[src/rtl/d_mem_lsu_pkg.sv]
// Shared types and helpers for the data-memory load/store sequencer and its span checker.
// DMemAddrWidth is the byte-address width of data memory.
package d_mem_lsu_pkg;

  localparam int DMemAddrWidth = 12;

  typedef enum logic [1:0] {
    BYTE     = 2'd0,
    HALFWORD = 2'd1,
    WORD     = 2'd2
  } mem_width_t;

  typedef enum logic [1:0] {
    IDLE    = 2'd0,
    ISSUE   = 2'd1,
    CAPTURE = 2'd2,
    RESP    = 2'd3
  } lsu_state_t;

  function automatic logic [2:0] width_bytes(input mem_width_t width);
    case (width)
      BYTE:     width_bytes = 3'd1;
      HALFWORD: width_bytes = 3'd2;
      WORD:     width_bytes = 3'd4;
      default:  width_bytes = 3'd4;
    endcase
  endfunction

endpackage

[src/rtl/d_mem_span_check.sv]
// Flags accesses whose bytes would run past the last word of memory and wrap to address 0.
// Purely combinational so the instruction-fetch side can reuse it.
module d_mem_span_check
  import d_mem_lsu_pkg::*;
#(
  parameter int AddrWidth = DMemAddrWidth
) (
  input  logic [AddrWidth-1:0] addr_i,
  input  mem_width_t           width_i,
  output logic                 err_o
);

  logic [2:0] span_s;

  // Worst case is offset 3 plus a word, 7 bytes, which still fits in 3 bits.
  always_comb begin
    span_s = {1'b0, addr_i[1:0]} + width_bytes(width_i);
    err_o  = (span_s > 3'd4) && (&addr_i[AddrWidth-1:2]);
  end

endmodule

[src/rtl/d_mem_lsu.sv]
// Load/store sequencer between the memory stage and d_mem_spram: one request in flight, one response out.
// Optional D_MEM_LSU_FAST_RESP_EN presents load data combinationally in CAPTURE to save a cycle.
module d_mem_lsu
  import d_mem_lsu_pkg::*;
#(
  parameter int AddrWidth = DMemAddrWidth
) (
  input  logic                 clk,
  input  logic                 reset,
  input  logic                 req_valid,
  output logic                 req_ready,
  input  logic                 req_we,
  input  mem_width_t           req_width,
  input  logic                 req_sign_extend,
  input  logic [AddrWidth-1:0] req_addr,
  input  logic [31:0]          req_wdata,
  output logic                 resp_valid,
  input  logic                 resp_ready,
  output logic [31:0]          resp_rdata,
  output logic                 resp_err,
  output logic [AddrWidth-1:0] mem_addr,
  output mem_width_t           mem_width,
  output logic                 mem_sign_extend,
  output logic [31:0]          mem_data_in,
  output logic                 mem_write_enable,
  input  logic [31:0]          mem_data_out
);

  lsu_state_t           state_q;
  logic                 req_ready_q;
  logic [AddrWidth-1:0] addr_q;
  mem_width_t           width_q;
  logic                 sext_q;
  logic [31:0]          wdata_q;
  logic                 we_q;
  logic                 mem_we_q;
  logic                 resp_valid_q;
  logic [31:0]          rdata_q;
  logic                 err_q;
  logic                 span_err_s;

  d_mem_span_check #(
    .AddrWidth(AddrWidth)
  ) u_span_check (
    .addr_i (req_addr),
    .width_i(req_width),
    .err_o  (span_err_s)
  );

  // Sequencer FSM; memory controls come only from the hold registers so they stay put through the read.
  always_ff @(posedge clk or negedge reset) begin
    if (!reset) begin
      state_q      <= IDLE;
      req_ready_q  <= 1'b1;
      addr_q       <= {AddrWidth{1'b0}};
      width_q      <= WORD;
      sext_q       <= 1'b0;
      wdata_q      <= 32'h0000_0000;
      we_q         <= 1'b0;
      mem_we_q     <= 1'b0;
      resp_valid_q <= 1'b0;
      rdata_q      <= 32'h0000_0000;
      err_q        <= 1'b0;
    end else begin
      case (state_q)
        IDLE: begin
          if (req_valid) begin
            req_ready_q <= 1'b0;
            rdata_q     <= 32'h0000_0000;
            err_q       <= span_err_s;
            if (span_err_s) begin
              // A wrapping span never reaches memory, so the hold registers keep their old values.
              state_q      <= RESP;
              resp_valid_q <= 1'b1;
            end else begin
              addr_q   <= req_addr;
              width_q  <= req_width;
              sext_q   <= req_sign_extend;
              wdata_q  <= req_wdata;
              we_q     <= req_we;
              mem_we_q <= req_we;
              state_q  <= ISSUE;
            end
          end
        end
        ISSUE: begin
          mem_we_q <= 1'b0;
          if (we_q) begin
            state_q      <= RESP;
            resp_valid_q <= 1'b1;
          end else begin
            state_q <= CAPTURE;
          end
        end
        CAPTURE: begin
          rdata_q <= mem_data_out;
`ifdef D_MEM_LSU_FAST_RESP_EN
          if (resp_ready) begin
            state_q     <= IDLE;
            req_ready_q <= 1'b1;
          end else begin
            state_q      <= RESP;
            resp_valid_q <= 1'b1;
          end
`else
          state_q      <= RESP;
          resp_valid_q <= 1'b1;
`endif
        end
        RESP: begin
          if (resp_ready) begin
            state_q      <= IDLE;
            resp_valid_q <= 1'b0;
            req_ready_q  <= 1'b1;
          end
        end
        default: begin
          state_q      <= IDLE;
          req_ready_q  <= 1'b1;
          mem_we_q     <= 1'b0;
          resp_valid_q <= 1'b0;
        end
      endcase
    end
  end

  assign req_ready        = req_ready_q;
  assign resp_err         = err_q;
  assign mem_addr         = addr_q;
  assign mem_width        = width_q;
  assign mem_sign_extend  = sext_q;
  assign mem_data_in      = wdata_q;
  assign mem_write_enable = mem_we_q;

`ifdef D_MEM_LSU_FAST_RESP_EN
  assign resp_valid = resp_valid_q | (state_q == CAPTURE);
  assign resp_rdata = (state_q == CAPTURE) ? mem_data_out : rdata_q;
`else
  assign resp_valid = resp_valid_q;
  assign resp_rdata = rdata_q;
`endif

endmodule
[config.mk]
export PLATFORM = sky130hd
export DESIGN_NAME = d_mem_lsu
export DESIGN_NICKNAME = d
export VERILOG_FILES = /design/src/rtl/d_mem_lsu_pkg.sv /design/src/rtl/d_mem_span_check.sv /design/src/rtl/d_mem_lsu.sv
export SDC_FILE = /design/constraint.sdc
export NUM_CORES = 1
export LEC_CHECK = 0
export CORE_MARGIN = 8
export CORE_UTILIZATION = 45
export DETAILED_ROUTE_END_ITERATION = 8
export DONT_BUFFER_PORTS = 1
export GPL_TIMING_DRIVEN = 0
export PLACE_DENSITY_LB_ADDON = 0.3
export SKIP_CTS_REPAIR_TIMING = 1
export SLEW_MARGIN = 10
export SYNTH_ARGS = -nofsm -noshare
export SYNTH_HDL_FRONTEND = slang
export SYNTH_SLANG_ARGS = --single-unit
export TNS_END_PERCENT = 5
[constraint.sdc]
create_clock -name clk -period 2 [get_ports clk]
set_clock_uncertainty 0.05 [all_clocks]
set_input_delay 0.6 -clock clk [delete_from_list [all_inputs] [get_ports clk]]
set_output_delay 0.6 -clock clk [all_outputs]
set_load 0.05 [all_outputs]
## Word level (Yosys, flattened, before mapping)

Cells that the tools add are included.

| storage, ports and cells | value |
|---|---|
| bits in registers | 86 |
| latch bits | 0 |
| RAM bits | 0 |
| ROM bits | 0 |
| input port bits | 84 |
| output and inout bits | 83 |
| memories kept | 0 |

| operators by class | value |
|---|---|
| add/sub/neg operators | 1 |
| multiply operators | 0 |
| div/mod/pow operators | 0 |
| $lt $le $gt $ge | 1 |
| equality and inequality tests | 9 |
| shifts and indexed selects | 0 |
| muxes and demuxes | 19 |
| bitwise gates (word level) | 1 |
| reduce and logical (&&, ||, !) cells | 14 |

Operator list:

| cell | number |
|---|---|
| $pmux 32 s2 | 1 |
| $mux 32 | 1 |
| $ne 2x2->1 const B | 5 |
| $reduce_and 10->1 | 1 |
| $mux 1 | 9 |
| $reduce_and 3->1 | 3 |
| $pmux 2 s4 | 1 |
| $mux 2 | 3 |
| $pmux 3 s2 | 1 |
| $reduce_and 2->1 | 3 |
| $reduce_bool 2->1 | 3 |
| $eq 2x1->1 const B | 2 |
| $eq 2x2->1 const B | 2 |
| $logic_not 2->1 | 2 |
| $pmux 1 s2 | 2 |
| $pmux 1 s4 | 1 |
| $reduce_and 4->1 | 1 |
| $add 2x3->3 | 1 |
| $gt 3x3->1 const B | 1 |
| $logic_and 1x1->1 | 1 |
| $not 1->1 | 1 |

## Longest topological paths before layout

Gate-level depths: netlist of run 1.

| logic depth | value |
|---|---|
| depth after elaboration | 8 |
| gate-level depth with buffers | 10 |
| gate-level depth less buffers | 8 |

## By module

A second synthesis of run 1 with hierarchy kept.

| unflattened totals | value |
|---|---|
| cell total of the unflattened synthesis | 227 |
| area, all modules | 3424.5 µm² |

By module, submodules not included:

| module | instances | cells each | area each (µm²) |
|---|---|---|---|
| d_mem_lsu | 1 | 215 | 3329.4 |
| d_mem_span_check | 1 | 12 | 95.1 |

## Worst setup path after synthesis of run 1

OpenSTA, ideal clock, no wires.

| path | value |
|---|---|
| kind | input port to flip-flop |
| start point | input port req_width[0] |
| end point | register addr_q[0], in the netlist mem_addr[0] |
| arrival | 2402 ps |
| required time | 1825 ps |
| path slack | -577 ps |
| cell stages on the path | 10 |
| buffers on the path | 2 |
| cell sequence | nor2_1 > ha_1 > inv_1 > fa_1 > nor2b_1 > nor3_4 > a21oi_2 > buf_6 > buf_6 > mux2_4 |

| on the way | value |
|---|---|
| word-level cells in the longest chain between the ends | 7 |
| elaborated cells on any way between the ends | 8 |
| classes of those cells | add/sub (1); order compare (1); eq/ne (1); mux (1); bitwise (1); reduce/logical (3) |

RTL lines:

| what | RTL line | text |
|---|---|---|
| start, declared | d_mem_lsu.sv:13 | `input mem_width_t req_width,` |
| $eq 2x1->1 / $logic_not 2->1 (equally long branches) | d_mem_lsu_pkg.sv:21 | `case (width)` |
| $pmux 3 s2 (*) | d_mem_lsu_pkg.sv:21 |  |
| $add 2x3->3 (*) | d_mem_span_check.sv:17 | `span_s = {1'b0, addr_i[1:0]} + width_bytes(width_i);` |
| $gt 3x3->1 (*) | d_mem_span_check.sv:18 | `err_o = (span_s > 3'd4) && (&addr_i[AddrWidth-1:2]);` |
| $logic_and 1x1->1 (*) | d_mem_span_check.sv:18 |  |
| $not 1->1 (no line) (*) | - |  |
| $reduce_and 3->1 (no line) (*) | - |  |
| end signal, assigned | d_mem_lsu.sv:55 | `addr_q <= {AddrWidth{1'b0}};` |
| end signal, assigned | d_mem_lsu.sv:76 | `addr_q <= req_addr;` |
| end, declared | d_mem_lsu.sv:31 | `logic [AddrWidth-1:0] addr_q;` |

Every way passes the cells marked *; elsewhere a longest branch is shown, timed or not.
A chain may end at the register's enable or synchronous reset.

## Final worst setup path of run 1

| path | value |
|---|---|
| start point | input port req_width[0] |
| end point | register wdata_q[24], in the netlist mem_data_in[24] |

| on the way | value |
|---|---|
| word-level cells in the longest chain between the ends | 7 |
| elaborated cells on any way between the ends | 8 |
| classes of those cells | add/sub (1); order compare (1); eq/ne (1); mux (1); bitwise (1); reduce/logical (3) |

RTL lines:

| what | RTL line | text |
|---|---|---|
| $eq 2x1->1 / $logic_not 2->1 (equally long branches) | d_mem_lsu_pkg.sv:21 |  |
| $pmux 3 s2 (*) | d_mem_lsu_pkg.sv:21 |  |
| $add 2x3->3 (*) | d_mem_span_check.sv:17 |  |
| $gt 3x3->1 (*) | d_mem_span_check.sv:18 |  |
| $logic_and 1x1->1 (*) | d_mem_span_check.sv:18 |  |
| $not 1->1 (no line) (*) | - |  |
| $reduce_and 3->1 (no line) (*) | - |  |
| end signal, assigned | d_mem_lsu.sv:79 | `wdata_q <= req_wdata;` |
| end, declared | d_mem_lsu.sv:34 | `logic [31:0] wdata_q;` |

Marked as above.

==> flow_summary.ini, run 1 <==
[final_layout]
most_common_cell_after_layout_fill_and_taps_aside = sky130_fd_sc_hd__dfrtp_1
n_antenna_cell = 0
final_design_area_no_fill_mm2 = 0.00394
share_of_cells_above_drive_strength_1 = 0.371
area.sequential_mm2 = 0.00215
finish.net_count = 336
area_taken_by_multi_input_logic_gates_mm2 = 0.00128
layout.filler_cells = 693
final_cells = 353
final_core_utilization = 0.518
area_growth_pct = 12.9
final_cell_mix = sky130_fd_sc_hd__dfrtp_1, sky130_fd_sc_hd__a22o_1, sky130_fd_sc_hd__mux2_2

[setup_path]
r2r_cells = 8
slowest_delay_ps = 470
reg2reg_setup_slack_ps = -70
wp_buf_inv = 3
critPathTopFamily = adder cells
setup.worst_path.end_class = flop
r2r-end = mem_data_in[24]
critPathMaxFanout = 10
timing.critical_path.arrival_ps = 2370
criticalPathCategory = primary input to flop
critical_path_required_ps = 2170
crit_path_top_delay_cell = sky130_fd_sc_hd__fa_1
worstReg2RegStart = state_q[1]
crit_path_start_kind = primary input
crit_chain = nor2_4, ha_4, inv_2, fa_1, nor2b_4, nor3_4, a21oi_2, buf_6, buf_12, mux2_4

[clocking]
cts_h_tree_lvls = 3
clock_insertion_delay_worst_skew_ps = 330
tritoncts.num_buffers = 9
cts.reportedPaths.clkPinSlew_ps = 90
clkSinkCount = 86
cts-root-to-sink-buffers = 2
root_buffer = sky130_fd_sc_hd__clkbuf_8
tritoncts = done

[sta]
final_min_period_over_clock_period = 1.10
postLayoutSetupSlackWorst_ps = -196
post-route-min-period_ps = 2200
finalHoldWorstSlack_ps = -110
timing_max_transition_violations_final = 0
fmax_mhz = 455
timing.final.hold_violations = 84
slew_headroom = 0.641
worst_slew_pin_slew_ps = 538
setup_violations = 48
rsz0062_at_grt = yes

[place]
postPlaceCellArea_mm2 = 0.00363
placed_cell_count = 332
detailed_place_hpwl_um = 5870
global_placement_routability_congestion = 0.739
placement.io_buffers = 0

[yosys]
synth-async-reset-ratio = 1.00
synthesis.instances = 230
ys_seq_area_frac = 0.617
post_synthesis_mean_instance_area_um2 = 15.2
syn_area_mm2 = 0.00349
ys.flop_type = sky130_fd_sc_hd__dfrtp_1
synth_edf_count = 0
postSynthRegisterBits = 86
synthesized_netlist_net_count = 320
yosys_warnings = 0
post_synth_num_cell_types = 34

[drt]
via_per_inst = 5.53
drtAntennaViolNets = 0
detail_route.wl_per_cell_um = 22.8
pre_repair_dr_iteration_count = 4
dr.first_iter.drc_count = 54
post_detailed_route_drc_marker_count = 0
postRouteWirelength_um = 8040
num_vias = 1953

[floorplanning]
die-height_um = 104
initial_core_util = 0.459
io_pins = 167
floorplan.die.width_um = 104
design.core.area_mm2 = 0.00761
core.rowCount = 32
die_area_mm2 = 0.0108

[run]
max-cap-violations = 0

[grt]
grt_remaining_overflow = 0
grt_pass1_wl_um = 12500
grt_antenna_before_repair = 0
global_route.usage.total = 0.144
grt_start_max_net_pins = 87
first_global_vias = 2134

[status]
status = finished, violations left
violations = hold timing, setup timing

[min_path]
min_path_type = primary input to asynchronous set/reset pin
per-layer routing:
layer	wire, um	track usage
met5	0	0
met4	91	0.0620
met3	657	0.0520
met2	4070	0.231
met1	3220	0.169
kinds of logic after synthesis:
| kind of cell | synth area share |
|---|---|
| mux | 0.179 |
| buf+inv | 0.0301 |
| compound gates | 0.110 |
| simple gates | 0.0376 |
| flops | 0.617 |
| xor+xnor | 0.00251 |
| fa+ha+maj | 0.0236 |
worst register-to-register path: cells and delay by family (launching register included):
family | cells | cell delay, ps
AND/OR/NAND/NOR | 1 | 170
flip-flops | 1 | 410
multiplexers | 1 | 310
adder cells (fa/ha/maj) | 1 | 160
AO/OA/AOI/OAI | 1 | 200
buffers and inverters | 4 | 670
synth_stat cells, drive strengths merged, types with 2 or more instances:
cell type  instances  area, um^2
a22o              32         280
inv                6        22.5
nor2b              5        31.3
o31ai              2        15.0
nor3               2        21.3
dfrtp             84        2100
a2111oi            2        17.5
dfstp              2        52.6
buf               12        78.8
ha                 5        62.6
nand2              4        15.0
a21oi              5        28.8
o21ai              2        10.0
mux2              48         616
nand4              3        18.8
nor2               3        13.8
area by class of cell:
cell class	instances	area share
buffer	13	0.0266
clock buffer	11	0.0359
clock inverter	5	0.0149
inverter	6	0.00571
multi-input combinational	125	0.324
sequential	86	0.546
tap	102	0.0324
timing repair buffer	5	0.0140
metrics by stage:
stage / hold WS, ps / setup slack [ps] / TNS (ps)
after floorplan: 254 / -513 / -22140
after global placement: 256 / -657 / -29040
after detailed placement: 257 / -660 / -29890
after CTS: -131 / -301 / -12060
after global routing: -137 / -299 / -15760
final: -110 / -196 / -7530
sequential cells by signal, indices dropped and copies added, names as in the netlist, 2 cells and up:
signal	count
mem_width	2
mem_addr	12
resp_rdata	32
state_q	2
mem_data_in	32
how the worst max path moves through the flow:
stage | from | depth (start not counted) | slack (ps) | endpoint
floorplan | req_width[0] | 10 | -510 | mem_addr[0]
global placement | req_width[0] | 10 | -660 | mem_data_in[23]
detailed placement | req_width[0] | 10 | -660 | mem_data_in[29]
CTS | req_width[0] | 10 | -300 | mem_data_in[24]
global route | req_width[0] | 10 | -300 | mem_data_in[24]
finish | req_width[0] | 10 | -200 | mem_data_in[24]
Power of run 1 is left out: the tool's default activity adds up to more than one toggle a clock period on the data nets, which glitch-free logic cannot reach.
==> run 2, diff against run 1 <==
--- a/config.mk
+++ b/config.mk
@@ -5,12 +5,12 @@
 export SDC_FILE = /design/constraint.sdc
 export NUM_CORES = 1
 export LEC_CHECK = 0
-export CORE_MARGIN = 8
 export CORE_UTILIZATION = 45
 export DETAILED_ROUTE_END_ITERATION = 8
 export DONT_BUFFER_PORTS = 1
 export GPL_TIMING_DRIVEN = 0
 export PLACE_DENSITY_LB_ADDON = 0.3
+export REMOVE_ABC_BUFFERS = 1
 export SKIP_CTS_REPAIR_TIMING = 1
 export SLEW_MARGIN = 10
 export SYNTH_ARGS = -nofsm -noshare
==> run 2 against run 1 <==
Effect of this change:
- the run still ends with hold timing, setup timing left
- first-iteration DRC count increased by 57%
- worst hold slack improved by 4.9 ps
- sequential cell count unchanged
- utilization increased by 2.2 points
- clock-buffer cell count decreased by 2
- sequential share of layout area decreased by 0.52 points
- non-clock buffer count decreased by 4
- maximum frequency decreased by 4.3%
- critical endpoint is now mem_data_in[16]
==> flow_summary.ini, run 2 (synthesized netlist as in run 1, its figures left out) <==
[status]
status = finished, violations left
violations = hold timing, setup timing

[clocking]
clkSinkCount = 86
tritoncts.num_buffers = 9
clock_insertion_delay_worst_skew_ps = 340
root_buffer = sky130_fd_sc_hd__clkbuf_8
cts_h_tree_lvls = 3
tritoncts = done
cts.reportedPaths.clkPinSlew_ps = 80
cts-root-to-sink-buffers = 2

[drt]
pre_repair_dr_iteration_count = 6
num_vias = 1975
detail_route.wl_per_cell_um = 20.9
via_per_inst = 5.72
dr.first_iter.drc_count = 85
postRouteWirelength_um = 7210
drtAntennaViolNets = 0
post_detailed_route_drc_marker_count = 0

[sta]
postLayoutSetupSlackWorst_ps = -295
timing.final.hold_violations = 84
totalNegativeSetupSlack_ps = -11680
fmax_mhz = 436
final_min_period_over_clock_period = 1.15
post-route-min-period_ps = 2290
rsz0062_at_grt = yes
worst_slew_pin_slew_ps = 512
timing_max_transition_violations_final = 0
finalHoldWorstSlack_ps = -105
setup_violations = 49
slew_headroom = 0.658

[final_layout]
finish.net_count = 332
layout.filler_cells = 587
area_growth_pct = 14.0
most_common_cell_after_layout_fill_and_taps_aside = sky130_fd_sc_hd__dfrtp_1
final_cell_mix = sky130_fd_sc_hd__dfrtp_1, sky130_fd_sc_hd__a22o_1, sky130_fd_sc_hd__mux2_2
share_of_cells_above_drive_strength_1 = 0.370
n_antenna_cell = 0

[setup_path]
critical_path_required_ps = 2180
wp_buf_inv = 3
slowest_delay_ps = 430
critical_path_cell_count = 10
crit_path_top_delay_cell = sky130_fd_sc_hd__fa_1
timing.critical_path.arrival_ps = 2470
setup.worst_path.end_class = flop
r2r_cells = 7
critPathTopFamily = adder cells
critPathMaxFanout = 11
criticalPathCategory = primary input to flop
crit_path_start_kind = primary input
crit_chain = nor2_1, ha_1, inv_1, fa_1, nor2b_4, nor3_4, a21oi_4, buf_4, clkbuf_16, mux2_4

[floorplanning]
core.rowCount = 31
die-height_um = 90.1
io_pins = 167
die_area_mm2 = 0.00812
initial_core_util = 0.474
design.core.area_mm2 = 0.00737
floorplan.die.width_um = 90.1

[grt]
global_route.usage.total = 0.174
grt_pass1_wl_um = 11000
grt_remaining_overflow = 0
grt_antenna_before_repair = 0
grt_start_max_net_pins = 87
first_global_vias = 2072

[min_path]
min_path_type = primary input to asynchronous set/reset pin

[place]
detailed_place_hpwl_um = 4890
placement.io_buffers = 0
global_placement_routability_congestion = 0.750

[run]
max-cap-violations = 0
## run 2: changes by cell type in the layout (fill, tap and decap cells not counted), moves of 2 or more
cell / before / now
sky130_fd_sc_hd__clkbuf_1: 2 / 0
sky130_fd_sc_hd__buf_4: 4 / 7
sky130_fd_sc_hd__clkbuf_4: 2 / 0
sky130_fd_sc_hd__buf_8: 0 / 2
sky130_fd_sc_hd__buf_2: 7 / 0
## run 2: area by class of cell
| class | instances | area, um^2 | share of cell area |
|---|---|---|---|
| clock buffer | 9 | 124 | 0.0311 |
| clock inverter | 6 | 63.8 | 0.0160 |
| inverter | 6 | 22.5 | 0.00566 |
| multi-input combinational | 125 | 1300 | 0.327 |
| sequential | 86 | 2150 | 0.541 |
| tap | 99 | 124 | 0.0311 |
| timing repair buffer | 14 | 191 | 0.0481 |
## run 2: final timing paths
kind	from	endpoint	slack (ps)
max in group asynchronous	reset	mem_width[1]	1780
worst min-delay path	reset	mem_data_in[23]	-100
min in group clk	mem_data_out[14]	resp_rdata[14]	330
worst min register to register	we_q	we_q	510
worst max register to register	state_q[0]	mem_addr[6]	40
worst max-delay path	req_width[0]	mem_data_in[16]	-290
## run 2: stage by stage
stage | std cells | setup slack, ps | instance area [um^2] | util
2_1_floorplan | 217 | -1880 | 3410 | -
3_3_place_gp | 316 | -2500 | 3530 | 0.479
3_5_place_dp | 320 | -967 | 3620 | 0.491
4_1_cts | 335 | -601 | 3800 | 0.516
5_1_grt | 345 | -335 | 3980 | 0.540
6_report | 345 | -295 | 3980 | 0.540
## run 2: routing by layer
metal,vias up,track usage,part of all wire
li1,859,-,-
met1,1002,0.214,0.41
met2,94,0.270,0.49
met3,20,0.0592,0.063
met4,0,0.0981,0.031
met5,-,0,0
Power of run 2 is left out for the same reason.
==> run 3, diff against run 2 <==
--- a/config.mk
+++ b/config.mk
@@ -5,12 +5,13 @@
 export SDC_FILE = /design/constraint.sdc
 export NUM_CORES = 1
 export LEC_CHECK = 0
-export CORE_UTILIZATION = 45
+export CELL_PAD_IN_SITES_DETAIL_PLACEMENT = 0
+export CELL_PAD_IN_SITES_GLOBAL_PLACEMENT = 2
+export CORE_UTILIZATION = 39
 export DETAILED_ROUTE_END_ITERATION = 8
 export DONT_BUFFER_PORTS = 1
 export GPL_TIMING_DRIVEN = 0
 export PLACE_DENSITY_LB_ADDON = 0.3
-export REMOVE_ABC_BUFFERS = 1
 export SKIP_CTS_REPAIR_TIMING = 1
 export SLEW_MARGIN = 10
 export SYNTH_ARGS = -nofsm -noshare
==> run 3 against run 2 <==
Effect of this change:
- the flow still finishes with violations (hold timing, setup timing)
- maximum frequency increased by 1.8%
- worst hold slack worse by 3.9 ps
- sequential cell count did not move
- utilization decreased by 8.0 points
- final area grew 0.41%
- global-route usage decreased by 2.7 points
- die area up 15%
- final cell count up 5.5%
- non-clock buffer count grew 9
- sequential share of layout area shrank 0.22 points
==> flow_summary.ini, run 3 (synthesized netlist as in run 1, its figures left out) <==
[status]
status = finished, violations left
violations = hold timing, setup timing

[clocking]
cts_h_tree_lvls = 3
clock_insertion_delay_worst_skew_ps = 340
root_buffer = sky130_fd_sc_hd__clkbuf_8
cts.reportedPaths.clkPinSlew_ps = 90
tritoncts = done
clkSinkCount = 86
tritoncts.num_buffers = 9
cts-root-to-sink-buffers = 2

[setup_path]
reg2reg_setup_slack_ps = -100
criticalPathCategory = primary input to flop
critPathMaxFanout = 6
setup.worst_path.end = mem_data_in[15]
worst_setup_path_startpoint = req_width[0]
critical_path_required_ps = 2180
setup.worst_path.end_class = flop
timing.critical_path.arrival_ps = 2430
crit_path_start_kind = primary input
r2r-end = mem_data_in[15]
worstReg2RegStart = state_q[1]
r2r_cells = 8

[drt]
detail_route.wl_per_cell_um = 19.2
num_vias = 1982
post_detailed_route_drc_marker_count = 0
pre_repair_dr_iteration_count = 4
dr.first_iter.drc_count = 31
postRouteWirelength_um = 6970
drtAntennaViolNets = 0
via_per_inst = 5.45

[sta]
totalNegativeSetupSlack_ps = -10810
fmax_mhz = 443
slew_headroom = 0.639
postLayoutSetupSlackWorst_ps = -255
rsz0062_at_grt = yes
timing.final.hold_violations = 84
worst_slew_pin_slew_ps = 542
final_min_period_over_clock_period = 1.13
finalHoldWorstSlack_ps = -109
timing_max_transition_violations_final = 0
post-route-min-period_ps = 2260
setup_violations = 50

[floorplanning]
io_pins = 167
floorplan.die.width_um = 96.6
initial_core_util = 0.402
die-height_um = 96.6
die_area_mm2 = 0.00934
core.rowCount = 34
design.core.area_mm2 = 0.00868

[grt]
grt_start_max_net_pins = 87
grt_pass1_wl_um = 11000
global_route.usage.total = 0.148
grt_remaining_overflow = 0
grt_antenna_before_repair = 0
first_global_vias = 2089

[min_path]
min_path_type = primary input to asynchronous set/reset pin

[final_layout]
final_cells = 364
n_antenna_cell = 0
most_common_cell_after_layout_fill_and_taps_aside = sky130_fd_sc_hd__dfrtp_1
share_of_cells_above_drive_strength_1 = 0.383
finish.net_count = 341
final_cell_mix = sky130_fd_sc_hd__dfrtp_1, sky130_fd_sc_hd__a22o_1, sky130_fd_sc_hd__mux2_2
area_growth_pct = 14.5

[place]
placement.io_buffers = 0
detailed_place_hpwl_um = 4560
global_placement_routability_congestion = 0.679
placed_cell_count = 338

[run]
max-cap-violations = 0
==> run 3: cell types whose count changed in the layout (fill, tap and decap cells not counted), moves of 2 or more <==
cell,previous run,this run
sky130_fd_sc_hd__buf_2,0,8
sky130_fd_sc_hd__buf_8,2,0
sky130_fd_sc_hd__clkbuf_1,0,3
sky130_fd_sc_hd__clkbuf_4,0,2
sky130_fd_sc_hd__clkinv_2,2,0
sky130_fd_sc_hd__clkinv_4,1,3
sky130_fd_sc_hd__clkinvlp_4,2,0
==> run 3: layout make-up <==
| cell class | instances | area (um^2) |
|---|---|---|
| Fill cell | 794 | 4680 |
| Clock inverter | 4 | 56.3 |
| Multi-Input combinational cell | 125 | 1290 |
| Buffer | 13 | 105 |
| Sequential cell | 86 | 2150 |
| Tap cell | 108 | 135 |
| Clock buffer | 12 | 145 |
| Timing Repair Buffer | 10 | 90.1 |
| Inverter | 6 | 22.5 |
==> run 3: through the flow <==
stage / hold WS, ps / worst slack [ps] / area (um^2) / util
5_1_grt: -146 / -294 / 4000 / 0.461
6_report: -109 / -255 / 4000 / 0.461
3_5_place_dp: 256 / -717 / 3640 / 0.420
2_1_floorplan: 254 / -513 / 3510 / -
3_3_place_gp: 256 / -666 / 3640 / 0.420
4_1_cts: -136 / -364 / 3840 / 0.443
==> run 3: how the worst min path moves through the flow <==
stage                          endpoint  slack (ps)  depth (start not counted)
after global routing        mem_addr[5]        -150                          0
final                     resp_rdata[6]        -110                          0
after floorplan             mem_addr[0]         250                          0
after global placement    resp_rdata[6]         260                          0
after CTS                 resp_rdata[9]        -140                          0
after detailed placement  resp_rdata[6]         260                          0
==> run 3: metal layers <==
layer | vias up | global-route usage | part of all wire
met5 | - | 0 | 0
met4 | 0 | 0.0666 | 0.014
met3 | 10 | 0.0535 | 0.080
met2 | 92 | 0.222 | 0.48
met1 | 1006 | 0.191 | 0.43
li1 | 874 | - | -
==> run 3: critical path, cell delays in order <==
cell and delay (ps):
sky130_fd_sc_hd__nor2_4 100, sky130_fd_sc_hd__ha_4 130, sky130_fd_sc_hd__inv_2 30, sky130_fd_sc_hd__fa_2 510, sky130_fd_sc_hd__nor2b_4 160, sky130_fd_sc_hd__nor3_4 60, sky130_fd_sc_hd__a21oi_4 200, sky130_fd_sc_hd__buf_6 180
sky130_fd_sc_hd__clkbuf_16 160, sky130_fd_sc_hd__mux2_4 290
Power of run 3 is left out for the same reason.
